[src/rtl/unified_mem_arbiter.sv]
// unified_mem_arbiter: shares one memory port between fetch and data requesters (define ARB_ROUND_RR_EN for round-robin ties)
module unified_mem_arbiter #(
  parameter int ADDR_W = 64,
  parameter int DATA_W = 64,
  parameter int MASK_W = 8
)(
  input  logic              clk,
  input  logic              rst,
  input  logic              f_req_valid,
  input  logic [ADDR_W-1:0] f_req_addr,
  output logic              f_req_ready,
  output logic              f_rsp_valid,
  output logic [DATA_W-1:0] f_rsp_data,
  input  logic              d_req_valid,
  input  logic              d_req_we,
  input  logic [ADDR_W-1:0] d_req_addr,
  input  logic [DATA_W-1:0] d_req_wdata,
  input  logic [MASK_W-1:0] d_req_wmask,
  output logic              d_req_ready,
  output logic              d_rsp_valid,
  output logic [DATA_W-1:0] d_rsp_data,
  output logic              m_req_valid,
  input  logic              m_req_ready,
  output logic              m_req_we,
  output logic [ADDR_W-1:0] m_req_addr,
  output logic [DATA_W-1:0] m_req_wdata,
  output logic [MASK_W-1:0] m_req_wmask,
  input  logic              m_rsp_valid,
  output logic              m_rsp_ready,
  input  logic [DATA_W-1:0] m_rsp_data,
  output logic              busy
);
  typedef enum logic [1:0] {IDLE, REQ, RESP, DONE} state_t;
  state_t state, state_n;
  logic owner, last_grant, tie_d, grant_d, grant_f;
  logic [DATA_W-1:0] rdata;
`ifdef ARB_ROUND_RR_EN
  assign tie_d = ~last_grant;
`else
  assign tie_d = 1'b1 | last_grant;
`endif
  assign grant_d = d_req_valid & (~f_req_valid | tie_d);
  assign grant_f = f_req_valid & ~grant_d;
  assign busy = state != IDLE;
  assign f_rsp_data = rdata;
  assign d_rsp_data = rdata;
  // state register
  always_ff @(posedge clk) state <= rst ? IDLE : state_n;
  // next state and handshake strobes
  always_comb begin
    state_n = state;
    f_req_ready = 1'b0;
    d_req_ready = 1'b0;
    m_req_valid = 1'b0;
    m_rsp_ready = 1'b0;
    f_rsp_valid = 1'b0;
    d_rsp_valid = 1'b0;
    case (state)
      IDLE: begin
        f_req_ready = grant_f;
        d_req_ready = grant_d;
        state_n = (grant_f | grant_d) ? REQ : IDLE;
      end
      REQ: begin
        m_req_valid = 1'b1;
        state_n = m_req_ready ? RESP : REQ;
      end
      RESP: begin
        m_rsp_ready = 1'b1;
        state_n = m_rsp_valid ? DONE : RESP;
      end
      default: begin
        f_rsp_valid = ~owner;
        d_rsp_valid = owner;
        state_n = IDLE;
      end
    endcase
  end
  // request fields captured at accept, reply data captured in RESP, grant history updated in DONE
  always_ff @(posedge clk) begin
    if (rst) begin
      owner <= 1'b0;
      last_grant <= 1'b0;
      m_req_we <= 1'b0;
      m_req_addr <= '0;
      m_req_wdata <= '0;
      m_req_wmask <= '0;
      rdata <= '0;
    end else begin
      if (state == IDLE && (grant_f | grant_d)) begin
        owner <= grant_d;
        m_req_we <= grant_d & d_req_we;
        m_req_addr <= grant_d ? d_req_addr : f_req_addr;
        m_req_wdata <= grant_d ? d_req_wdata : '0;
        m_req_wmask <= grant_d ? d_req_wmask : '0;
      end
      if (state == RESP && m_rsp_valid) rdata <= m_req_we ? '0 : m_rsp_data;
      if (state == DONE) last_grant <= owner;
    end
  end
endmodule

[config.mk]
export PLATFORM = sky130hd
export DESIGN_NAME = unified_mem_arbiter
export DESIGN_NICKNAME = d
export VERILOG_FILES = /design/src/rtl/unified_mem_arbiter.sv
export SDC_FILE = /design/constraint.sdc
export NUM_CORES = 1
export LEC_CHECK = 0
export BUFFER_PORTS_ARGS = -buffer_cell sky130_fd_sc_hd__buf_2
export CAP_MARGIN = 20
export CORE_AREA = 2 2 214 216
export CTS_BUF_LIST = sky130_fd_sc_hd__clkbuf_16
export CTS_CLUSTER_SIZE = 14
export DETAILED_ROUTE_END_ITERATION = 8
export DIE_AREA = 0 0 216 218
export GPL_TIMING_DRIVEN = 0
export PLACE_DENSITY_LB_ADDON = 0.15
export SLEW_MARGIN = 20
export SYNTH_ARGS = -nofsm -noshare
export SYNTH_HDL_FRONTEND = slang
export SYNTH_SLANG_ARGS = --single-unit
[constraint.sdc]
create_clock -name clk -period 3.75 [get_ports clk]
set_clock_uncertainty 0.1 [all_clocks]
set_input_delay 0.5625 -clock clk [delete_from_list [all_inputs] [get_ports clk]]
set_output_delay 0.5625 -clock clk [all_outputs]
set_load 0.1 [all_outputs]
# Word level (Yosys, flattened, before mapping)
# Cells that the tools add are included.
# totals
reg_bits	204
out_inout_bits	272
# classes
mux	14
eq_ne	2
reduce_logical	5
n_bitwise	5
# ops
operator	n
$mux W64	3
$mux W1	8
$mux W8	1
$pmux W2 S3	1
$reduce_or A3 Y1	1
$and A1 B1 Y1	2
$eq A2 B1 Y1 const B	1
$eq A2 B2 Y1 const B	1
$logic_and A1 B1 Y1	2
$logic_not A2 Y1	1
$mux W2	1
$not A1 Y1	2
$reduce_bool A2 Y1	1
$or A1 B1 Y1	1

# Depth between registers and ports, before layout
# Gate-level depths: netlist of the first run.
# depth
depth_word	5
ltp_mapped	6
mapped_depth_nobuf	4

# Least setup slack after synthesis of the first run
# No wires, ideal clock.
# synth_timing
path_kind	in2out
startpoint	input port d_req_valid
endpoint	output port f_req_ready
setup_slack_ps	804
path_stages	4
arrival_ps	2283
required_ps	3087
path_cell_list	buf_2 buf_6 buf_4 nor2_1
# synth_between
elab_chain_cells	3
# synth_rtl
item	line	source
start: declaration	14	input logic d_req_valid,
$not A1 Y1	43	assign grant_f = f_req_valid & ~grant_d;
$and A1 B1 Y1	43	
$mux W1	58	case (state)
end: declaration	11	output logic f_req_ready,
# Every way passes these cells.

# Worst setup path in the final report of the first run
# layout_timing
startpoint	register state[1]
endpoint	output port busy
# layout_between
elab_chain_cells	1
# layout_rtl
item	line	source
start: declaration	34	state_t state, state_n;
start signal: assignment	48	always_ff @(posedge clk) state <= rst ? IDLE : state_n;
$reduce_bool A2 Y1	44	assign busy = state != IDLE;
end: declaration	31	output logic busy
# Every way passes these cells.

==> summary.txt, run 1 <==
Status
  – Run status: complete, no violations

Timing
  – Worst relative slew slack: 44.9%
  – Final max-slew violation count: 0
  – Setup TNS after final layout: 0 ps
  – Fmax: 336 MHz
  – Number of hold violations in the final report: 0
  – Share of the clock period used by the worst path: 79.5%
  – Slew @ Worst Pin: 826 ps
  – Final count of negative-setup-slack endpoints: 0
  – Period minus WS final: 2980 ps
  – Unrepaired setup endpoints after global routing: false

Power and ir drop
  – Switching part of the total: between 40% and 50%
  – Total power per unit cell area: 544 nW/µm²
  – Flop pwr share: 34.4%
  – Switching power: 2910 µW
  – VDD IR max: 0.000312 V
  – Leakage power: 0.00624 µW
  – Clk pwr share: around 33%
  – Total internal power: about 4100 µW
  – Share of power burned in combinational logic: 32.9%

Routing
  – Routed Antenna Nets: 0
  – Count of TritonRoute iterations in the first routing pass: 6
  – Routed WL per cell: 17.2 µm
  – DR DRC count: 0
  – Final wirelength: 37.3 mm
  – DR vias/cell: 4.18
  – Initial DRC count: approximately 330
  – DR vias: 9,088

Cells and area
  – Number of antenna cells inserted: 0
  – Share of final-layout standard cells stronger than drive strength 1: approximately 45%
  – Area Growth Syn to Fin: 48.4%
  – Final #Nets: 1,828
  – Area of all placed cells without fillers: 12,900 µm²

Clocking
  – Total clock buffers created by CTS: 26
  – Clock network latency to the later pin of the worst-skew pair: 530 ps
  – Gates resized, CTS repair: 0
  – Clock tree from TritonCTS: yes
  – Clk pin slew, worst setup/hold paths: 60 ps
  – CTS H-tree lvls: 1
  – Hold bufs inserted after CTS: 0
  – Post CTS Setup Buffer Count: 0
  – Clock root buffer master: sky130_fd_sc_hd__clkbuf_16
  – Clock tree buffer depth: 3
  – Sink Count: 204

Worst setup path
  – Cell breakdown of the critical path: nor2_2 -> inv_2 -> buf_4 -> buf_2 -> buf_2
  – Crit Path Max Fanout: 10
  – Most used cell, CP: sky130_fd_sc_hd__buf_2
  – Critical path type: reg2out
  – Required time of the critical path: just over 3000 ps
  – Reg-to-reg setup timing slack: 1830 ps
  – Crit path max-delay cell type: sky130_fd_sc_hd__dfxtp_1
  – Element type at the critical path end: primary output
  – Worst stage delay on the critical path: 590 ps
  – Worst Setup Start Kind: flip-flop
  – Arrival time at the worst endpoint: between 2000 and 2500 ps

Yosys
  – Number of nets in the synthesized netlist: 1,260
  – Synthesized flop and latch total: 204
  – Mapped Cells: 989
  – Total of warnings raised by yosys: 0
  – Mapped cell area: just under 9000 µm²
  – Portion of the post-synthesis area used by sequential elements: 46.9%
  – Number of unique standard cell types used by synthesis: 25
  – Post-Synthesis Mean Instance Area: 8.81 µm²

Floorplan
  – Total Die Area: between 40,000 and 50,000 µm²
  – Placeable Area: 44,900 µm²
  – Count of boundary I/O pins: 543
  – Die Height: 218 µm
  – Die width: roughly 220 µm
  – Count of standard-cell rows: 78
  – Effective utilization at floorplan: 19.4%

Place
  – Area after detailed placement: about 12,000 µm²
  – RD Place Congestion: 0.758
  – Number of port buffers: 540
  – HPWL after detailed placement: 29.5 mm

GRT
  – Maximum number of pins on one net before global-route repair: 13
  – Via count of the first global-routing pass: 9,053
  – Overall overflow remaining after global route: 0
  – Global-route usage over all layers: 14.9%
  – Number of antenna violations at the first check in global routing: 5
  – Global-route wire length before repair: ~54 mm

Job
  – Number of maximum-capacitance violations: 0

Min path
  – Worst hold path type: in2reg
-- stage by stage --
| stage | worst slack [ps] | hold WS [ps] | cells | power, µW | utilization [%] |
|---|---|---|---|---|---|
| final | 769 | 154 | 2172 | 7040 | 28.8 |
| after global routing | 576 | 130 | 2172 | 7350 | 28.8 |
| after CTS | 655 | 109 | 2172 | 7160 | 28.8 |
| after detailed placement | 1020 | 359 | 2129 | 4810 | 27.1 |
| after global placement | 1020 | 356 | 2129 | 4800 | 27.1 |
| after floorplan | 804 | 371 | 989 | 4260 | - |
-- sequential cells by signal, indices dropped and copies added, names as in the netlist --
register / cells
d_rsp_data: 64
m_req_addr: 64
m_req_wdata: 64
m_req_wmask: 8
state: 2
m_req_we: 1
owner: 1
-- cells by family (layout without fill, tap and decap cells) --
kind of cell           Yosys count  after routing  synth area share (%)
AOI/OAI and AO/OA              342            342                  22.1
and+or+nand+nor                218            218                  12.7
DFF                            204            204                  46.9
buffers and inverters          161            744                  11.0
muxes                           64             64                  7.35
-- power groups by stage --
| stage | combinational (µW) | clock, µW | sequential, µW |
|---|---|---|---|
| finish | 2320 | 2300 | 2420 |
| global route | 2430 | 2470 | 2440 |
| CTS | 2350 | 2390 | 2420 |
| detailed placement | 2340 | 0 | 2470 |
| global placement | 2340 | 0 | 2460 |
| floorplan | 656 | 0 | 3600 |
-- Yosys cell counts --
| library cell | n | area [µm²] |
|---|---|---|
| sky130_fd_sc_hd__buf_2 | 42 | 210 |
| sky130_fd_sc_hd__nand2_1 | 138 | 518 |
| sky130_fd_sc_hd__or3b_2 | 1 | 8.76 |
| sky130_fd_sc_hd__or2_1 | 1 | 6.26 |
| sky130_fd_sc_hd__clkbuf_4 | 4 | 30.0 |
| sky130_fd_sc_hd__nor3b_2 | 1 | 12.5 |
| sky130_fd_sc_hd__nand2b_1 | 1 | 6.26 |
| sky130_fd_sc_hd__nor2_2 | 2 | 12.5 |
| sky130_fd_sc_hd__buf_4 | 74 | 556 |
| sky130_fd_sc_hd__nor2b_1 | 2 | 12.5 |
| sky130_fd_sc_hd__nand3b_1 | 65 | 488 |
| sky130_fd_sc_hd__nor2_4 | 1 | 11.3 |
| sky130_fd_sc_hd__clkbuf_1 | 35 | 131 |
| sky130_fd_sc_hd__inv_2 | 1 | 3.75 |
| sky130_fd_sc_hd__buf_6 | 1 | 11.3 |
| sky130_fd_sc_hd__o21ai_0 | 73 | 365 |
| sky130_fd_sc_hd__and3_1 | 1 | 6.26 |
| sky130_fd_sc_hd__and3b_1 | 1 | 8.76 |
| sky130_fd_sc_hd__a21oi_1 | 205 | 1030 |
| sky130_fd_sc_hd__mux2i_1 | 64 | 641 |
| sky130_fd_sc_hd__clkbuf_2 | 4 | 20.0 |
| sky130_fd_sc_hd__a211oi_2 | 10 | 125 |
| sky130_fd_sc_hd__nor2_1 | 4 | 15.0 |
| sky130_fd_sc_hd__a211oi_1 | 54 | 405 |
| sky130_fd_sc_hd__dfxtp_1 | 204 | 4080 |
-- path summary, 6_finish.rpt --
| kind | from | endpoint | cells past startpoint |
|---|---|---|---|
| max | state[1] | busy | 5 |
| min | d_req_wdata[14] | m_req_wdata[14] | 3 |
| max reg2reg | state[1] | m_req_addr[4] | 6 |
| min reg2reg | d_rsp_data[42] | d_rsp_data[42] | 2 |
-- placed cells by master, fill, tap and decap left out, types with 27 or more instances in the layout --
cell | synthesis | final
sky130_fd_sc_hd__nand3b_1 | 65 | 65
sky130_fd_sc_hd__o21ai_0 | 73 | 73
sky130_fd_sc_hd__mux2i_1 | 64 | 64
sky130_fd_sc_hd__a211oi_1 | 54 | 54
sky130_fd_sc_hd__nand2_1 | 138 | 138
sky130_fd_sc_hd__buf_2 | 42 | 582
sky130_fd_sc_hd__clkbuf_16 | 0 | 27
sky130_fd_sc_hd__a21oi_1 | 205 | 205
sky130_fd_sc_hd__buf_4 | 74 | 74
sky130_fd_sc_hd__clkbuf_1 | 35 | 35
sky130_fd_sc_hd__dfxtp_1 | 204 | 204
-- per-layer routing --
layer	share of wire, %	wire length (µm)	track usage (%)
met5	0.12	45	0
met4	1.8	682	2.95
met3	8.0	2970	4.67
met1	41	15200	17.1
met2	49	18400	27.1
-- area by class of cell --
cell class / instances / area, µm²
fillers: 4974 / 32000
flip-flops and latches: 204 / 4080
multi-input cells: 624 / 3670
repair buffers: 540 / 2700
plain buffers: 160 / 958
well taps: 600 / 751
clock buffers: 27 / 676
clock inverters: 16 / 87.6
inverters: 1 / 3.75
-- worst max-delay path: cells and delay by family, from the launching register on --
family,cells,cell delay (ps)
flip-flops,1,590
buffers and inverters,4,1030
AND/OR/NAND/NOR,1,140
No activity file was read; power rests on OpenSTA's default activity.
==> inputs of run 2 (changes only) <==
--- a/config.mk
+++ b/config.mk
@@ -7,11 +7,11 @@
 export LEC_CHECK = 0
 export BUFFER_PORTS_ARGS = -buffer_cell sky130_fd_sc_hd__buf_2
 export CAP_MARGIN = 20
-export CORE_AREA = 2 2 214 216
+export CORE_AREA = 2 2 213 215
 export CTS_BUF_LIST = sky130_fd_sc_hd__clkbuf_16
 export CTS_CLUSTER_SIZE = 14
 export DETAILED_ROUTE_END_ITERATION = 8
-export DIE_AREA = 0 0 216 218
+export DIE_AREA = 0 0 215 217
 export GPL_TIMING_DRIVEN = 0
 export PLACE_DENSITY_LB_ADDON = 0.15
 export SLEW_MARGIN = 20
==> constraint.sdc (replaced) <==
create_clock -name clk -period 3.1 [get_ports clk]
set_clock_uncertainty 0.1 [all_clocks]
set_input_delay 0.465 -clock clk [delete_from_list [all_inputs] [get_ports clk]]
set_output_delay 0.465 -clock clk [all_outputs]
set_load 0.1 [all_outputs]
==> summary.txt, run 2 (synthesis gave the netlist of run 1 again) <==
Worst setup path
  – Number of buffer and inverter stages on the critical path: 4
  – Worst Setup Start Kind: flip-flop
  – Family with the most delay on the worst path: buffers and inverters
  – Critical path type: reg2out
  – Element type at the critical path end: primary output
  – Reg-to-reg setup timing slack: around 1200 ps
  – Crit Path Max Fanout: 10
  – Cell breakdown of the critical path: nor2_2 -> inv_2 -> buf_4 -> buf_2 -> buf_2
  – Crit path max-delay cell type: sky130_fd_sc_hd__dfxtp_1
  – Launch point of the worst reg-to-reg path: state[0]
  – Required time of the critical path: 2530 ps
  – Worst stage delay on the critical path: around 580 ps
  – Most used cell, CP: sky130_fd_sc_hd__buf_2
  – Worst setup path start: state[0]
  – Arrival time at the worst endpoint: 2270 ps

Place
  – Cell total after placement: ~2,100
  – RD Place Congestion: approximately 0.77
  – Number of port buffers: 540
  – Area after detailed placement: about 12,000 µm²
  – HPWL after detailed placement: 29.6 mm

GRT
  – Global-route wire length before repair: 56.0 mm
  – Via count of the first global-routing pass: 9,148
  – Most utilized layer in the global route result: met2
  – Number of antenna violations at the first check in global routing: 3
  – Maximum number of pins on one net before global-route repair: 13
  – Overall overflow remaining after global route: 0
  – GR Util met1: 18.4%
  – Global-route usage over all layers: 15.4%
  – Met3 usage in global routing: 4.19%
  – Met2 Usage GRT: 27.4%

Timing
  – Share of the clock period used by the worst path: 91.6%
  – Setup TNS after final layout: 0 ps
  – Worst relative slew slack: 43.2%
  – Slew @ Worst Pin: 852 ps
  – Period minus WS final: ~2800 ps
  – Final max-slew violation count: 0
  – Final count of negative-setup-slack endpoints: 0
  – Fmax: between 300 and 400 MHz
  – Unrepaired setup endpoints after global routing: false
  – Number of hold violations in the final report: 0

Cells and area
  – End-of-flow core utilization: 29.1%
  – Area Growth Syn to Fin: 49.1%
  – Most common library cell in the layout ignoring fill and taps: sky130_fd_sc_hd__buf_2
  – Final #Nets: 1,828
  – Most used cells in the layout excluding fill and tap cells: sky130_fd_sc_hd__buf_2, sky130_fd_sc_hd__a21oi_1, sky130_fd_sc_hd__dfxtp_1, sky130_fd_sc_hd__nand2_1, sky130_fd_sc_hd__buf_4
  – Share of final-layout standard cells stronger than drive strength 1: 45.4%
  – Area of all placed cells without fillers: 13,000 µm²
  – Non-filler cells in the finished layout: 2,179

Clocking
  – Total clock buffers created by CTS: 26
  – Gates resized, CTS repair: 0
  – Clock network latency to the later pin of the worst-skew pair: 540 ps
  – Post CTS Setup Buffer Count: 0
  – Sink Count: 204
  – Clock root buffer master: sky130_fd_sc_hd__clkbuf_16
  – Clock tree from TritonCTS: yes
  – Hold bufs inserted after CTS: 0
  – Clock tree buffer depth: 3
  – CTS H-tree lvls: 1
  – Clk pin slew, worst setup/hold paths: 60 ps

Routing
  – DR vias: between 9,000 and 10,000
  – Initial DRC count: 381
  – Count of TritonRoute iterations in the first routing pass: 4
  – Routed WL per cell: between 15 and 20 µm
  – Routed Antenna Nets: 0
  – DR vias/cell: 4.23
  – Final wirelength: 37.8 mm
  – DR DRC count: 0

Job
  – Number of maximum-capacitance violations: 0

Floorplan
  – Placeable Area: between 40,000 and 50,000 µm²
  – Total Die Area: 46,700 µm²
  – Effective utilization at floorplan: between 10% and 20%
  – Die width: 215 µm
  – Count of boundary I/O pins: 543
  – Die Height: 217 µm
  – Count of standard-cell rows: 78

Power and ir drop
  – Total power consumption of the routed design: 8670 µW
  – Leakage power: about 0.0063 µW
  – VDD IR max: 0.000387 V
  – Total power per unit cell area: 667 nW/µm²

Min path
  – Worst hold path type: in2reg
  – Start point of the worst min-delay path: d_req_wmask[7]

Status
  – Run status: complete, no violations
-- run 2: worst paths after layout --
kind                                       end  cells past startpoint
worst max-delay path                      busy                      5
worst min-delay path            m_req_wmask[7]                      3
worst max register to register  m_req_addr[55]                      6
worst min register to register  d_rsp_data[25]                      2
-- run 2: metal layers --
metal / share of wire [%] / routed length (µm) / up-vias
met3: 7.4 / 2810 / 45
met5: 0.019 / 7 / -
met4: 1.9 / 712 / 2
met1: 41 / 15600 / 4267
met2: 49 / 18700 / 360
li1: - / - / 4547
-- run 2: layout make-up --
class / instances / area (µm²)
fillers: 4915 / 31700
flip-flops and latches: 204 / 4080
well taps: 600 / 751
multi-input cells: 624 / 3670
inverters: 1 / 3.75
clock buffers: 27 / 676
clock inverters: 21 / 141
diodes: 2 / 5.00
plain buffers: 160 / 960
repair buffers: 540 / 2700
-- run 2: power by group --
| part | switching, µW | total (µW) | internal [µW] |
|---|---|---|---|
| registers | 114 | 2940 | 2820 |
| clock network | 1200 | 2930 | 1730 |
| logic | 2250 | 2800 | 557 |
| total | 3560 | 8670 | 5110 |
-- run 2: worst min-delay path, cell delays in order --
cell	delay (ps)
sky130_fd_sc_hd__buf_2	100
sky130_fd_sc_hd__nand2_1	40
sky130_fd_sc_hd__a21oi_1	50
-- run 2: stage by stage --
stage          hold slack [ps]  worst slack, ps
2_1_floorplan              371              349
3_3_place_gp               356              520
3_5_place_dp               363              534
4_1_cts                   12.8             70.8
5_1_grt                   29.0              106
6_report                  58.8              260
==> inputs of run 3 (changes only) <==
--- a/config.mk
+++ b/config.mk
@@ -13,7 +13,7 @@
 export DETAILED_ROUTE_END_ITERATION = 8
 export DIE_AREA = 0 0 215 217
 export GPL_TIMING_DRIVEN = 0
-export PLACE_DENSITY_LB_ADDON = 0.15
+export PLACE_DENSITY = 0.41
 export SLEW_MARGIN = 20
 export SYNTH_ARGS = -nofsm -noshare
 export SYNTH_HDL_FRONTEND = slang
==> summary.txt, run 3 (synthesis gave the netlist of run 1 again) <==
Timing
  – Number of hold violations in the final report: 0
  – Period minus WS final: between 2000 and 3000 ps
  – Slew @ Worst Pin: 755 ps
  – Setup TNS after final layout: 0 ps
  – Share of the clock period used by the worst path: 93.4%
  – Final max-slew violation count: 0
  – Post-route setup slack: 206 ps
  – Fmax: 346 MHz
  – Unrepaired setup endpoints after global routing: false
  – Worst relative slew slack: 49.7%
  – Final count of negative-setup-slack endpoints: 0

Routing
  – DR vias: 9,166
  – DR DRC count: 0
  – DR vias/cell: 4.22
  – Routed Antenna Nets: 0
  – Routed WL per cell: between 15 and 20 µm
  – Initial DRC count: 347
  – Count of TritonRoute iterations in the first routing pass: 5
  – Final wirelength: 37.2 mm

Clocking
  – Clock network latency to the later pin of the worst-skew pair: 520 ps
  – Clock root buffer master: sky130_fd_sc_hd__clkbuf_16
  – Clk pin slew, worst setup/hold paths: around 60 ps
  – Sink Count: 204
  – Post CTS Setup Buffer Count: 0
  – Total clock buffers created by CTS: 25
  – Clock tree buffer depth: 3
  – Gates resized, CTS repair: 0
  – CTS H-tree lvls: 1
  – Hold bufs inserted after CTS: 0
  – Clock tree from TritonCTS: yes

Place
  – HPWL after detailed placement: 29.3 mm
  – Area after detailed placement: 12,200 µm²
  – Number of port buffers: 540
  – Placement Setup Slack: 529 ps
  – RD Place Congestion: 0.767

Worst setup path
  – Arrival time at the worst endpoint: 2330 ps
  – Cell breakdown of the critical path: nor3b_2 -> clkbuf_1 -> buf_2
  – Element type at the critical path end: primary output
  – Worst Setup Start Kind: flip-flop
  – Worst setup path start: state[1]
  – Worst stage delay on the critical path: 540 ps
  – Reg-to-reg setup timing slack: 1190 ps
  – Launch point of the worst reg-to-reg path: state[1]
  – Required time of the critical path: roughly 2500 ps
  – Critical path type: reg2out
  – Crit path max-delay cell type: sky130_fd_sc_hd__buf_2
  – Crit Path Max Fanout: 10

Cells and area
  – Most common library cell in the layout ignoring fill and taps: sky130_fd_sc_hd__buf_2
  – Share of final-layout standard cells stronger than drive strength 1: 45.3%
  – Area Growth Syn to Fin: 47.6%
  – Most used cells in the layout excluding fill and tap cells: sky130_fd_sc_hd__buf_2, sky130_fd_sc_hd__a21oi_1, sky130_fd_sc_hd__dfxtp_1, sky130_fd_sc_hd__nand2_1, sky130_fd_sc_hd__buf_4
  – Final #Nets: 1,827
  – Area of all placed cells without fillers: 12,900 µm²

GRT
  – Via count of the first global-routing pass: approximately 9,000
  – Global-route wire length before repair: between 50 and 60 mm
  – Global-route usage over all layers: 15.2%
  – Number of antenna violations at the first check in global routing: 4
  – Overall overflow remaining after global route: 0
  – Maximum number of pins on one net before global-route repair: 12

Floorplan
  – Placeable Area: approximately 45,000 µm²
  – Effective utilization at floorplan: about a fifth
  – Die Height: 217 µm
  – Total Die Area: 46,700 µm²
  – Count of standard-cell rows: 78
  – Die width: 215 µm
  – Count of boundary I/O pins: 543

Power and ir drop
  – VDD IR max: 0.000403 V
  – Total power per unit cell area: 647 nW/µm²
  – Leakage power: roughly 0.0062 µW

Job
  – Number of maximum-capacitance violations: 0

Min path
  – Worst hold path type: in2reg
  – Start point of the worst min-delay path: d_req_wmask[7]

Status
  – Run status: complete, no violations
==> run 3: worst paths after layout <==
check                         to  cells after the start
hold / removal    m_req_wmask[7]                      3
hold reg to reg   d_rsp_data[30]                      2
setup reg to reg   m_req_addr[5]                      6
setup / recovery     d_req_ready                      3
==> run 3: cell type report <==
cell class,instances,area [µm²]
inverter,1,3.75
sequential,204,4080
multi-input combinational,624,3670
timing repair buffer,540,2700
fill,5005,31800
clock inverter,15,61.3
buffer,160,958
antenna,2,5.00
tap,600,751
clock buffer,25,626
==> run 3: layer usage <==
metal,global-route usage (%),part of all wire (%),vias to the layer above
li1,-,-,4531
met1,18.2,42,4243
met2,26.8,48,347
met3,4.56,7.7,41
met4,3.40,1.9,4
met5,0,0.059,-
==> run 3: power breakdown <==
part           switching, µW  internal, µW
combinational           2260           557
sequential               110          2820
clock                   1140          1440
total                   3500          4820
==> run 3: metrics by stage <==
step	util (%)	std cells	hold WS (ps)	total power [µW]
finish	28.8	2171	74.0	8320
global route	28.8	2171	49.7	8670
CTS	28.8	2169	36.7	8450
detailed placement	27.2	2129	360	5830
global placement	27.2	2129	355	5820
floorplan	-	989	371	5150
==> run 3: worst max-delay path: cells and delay by family, from the launching register on <==
kind	cells	cell delay [ps]
buf+inv	2	1010
flops	1	440
simple gates	1	350
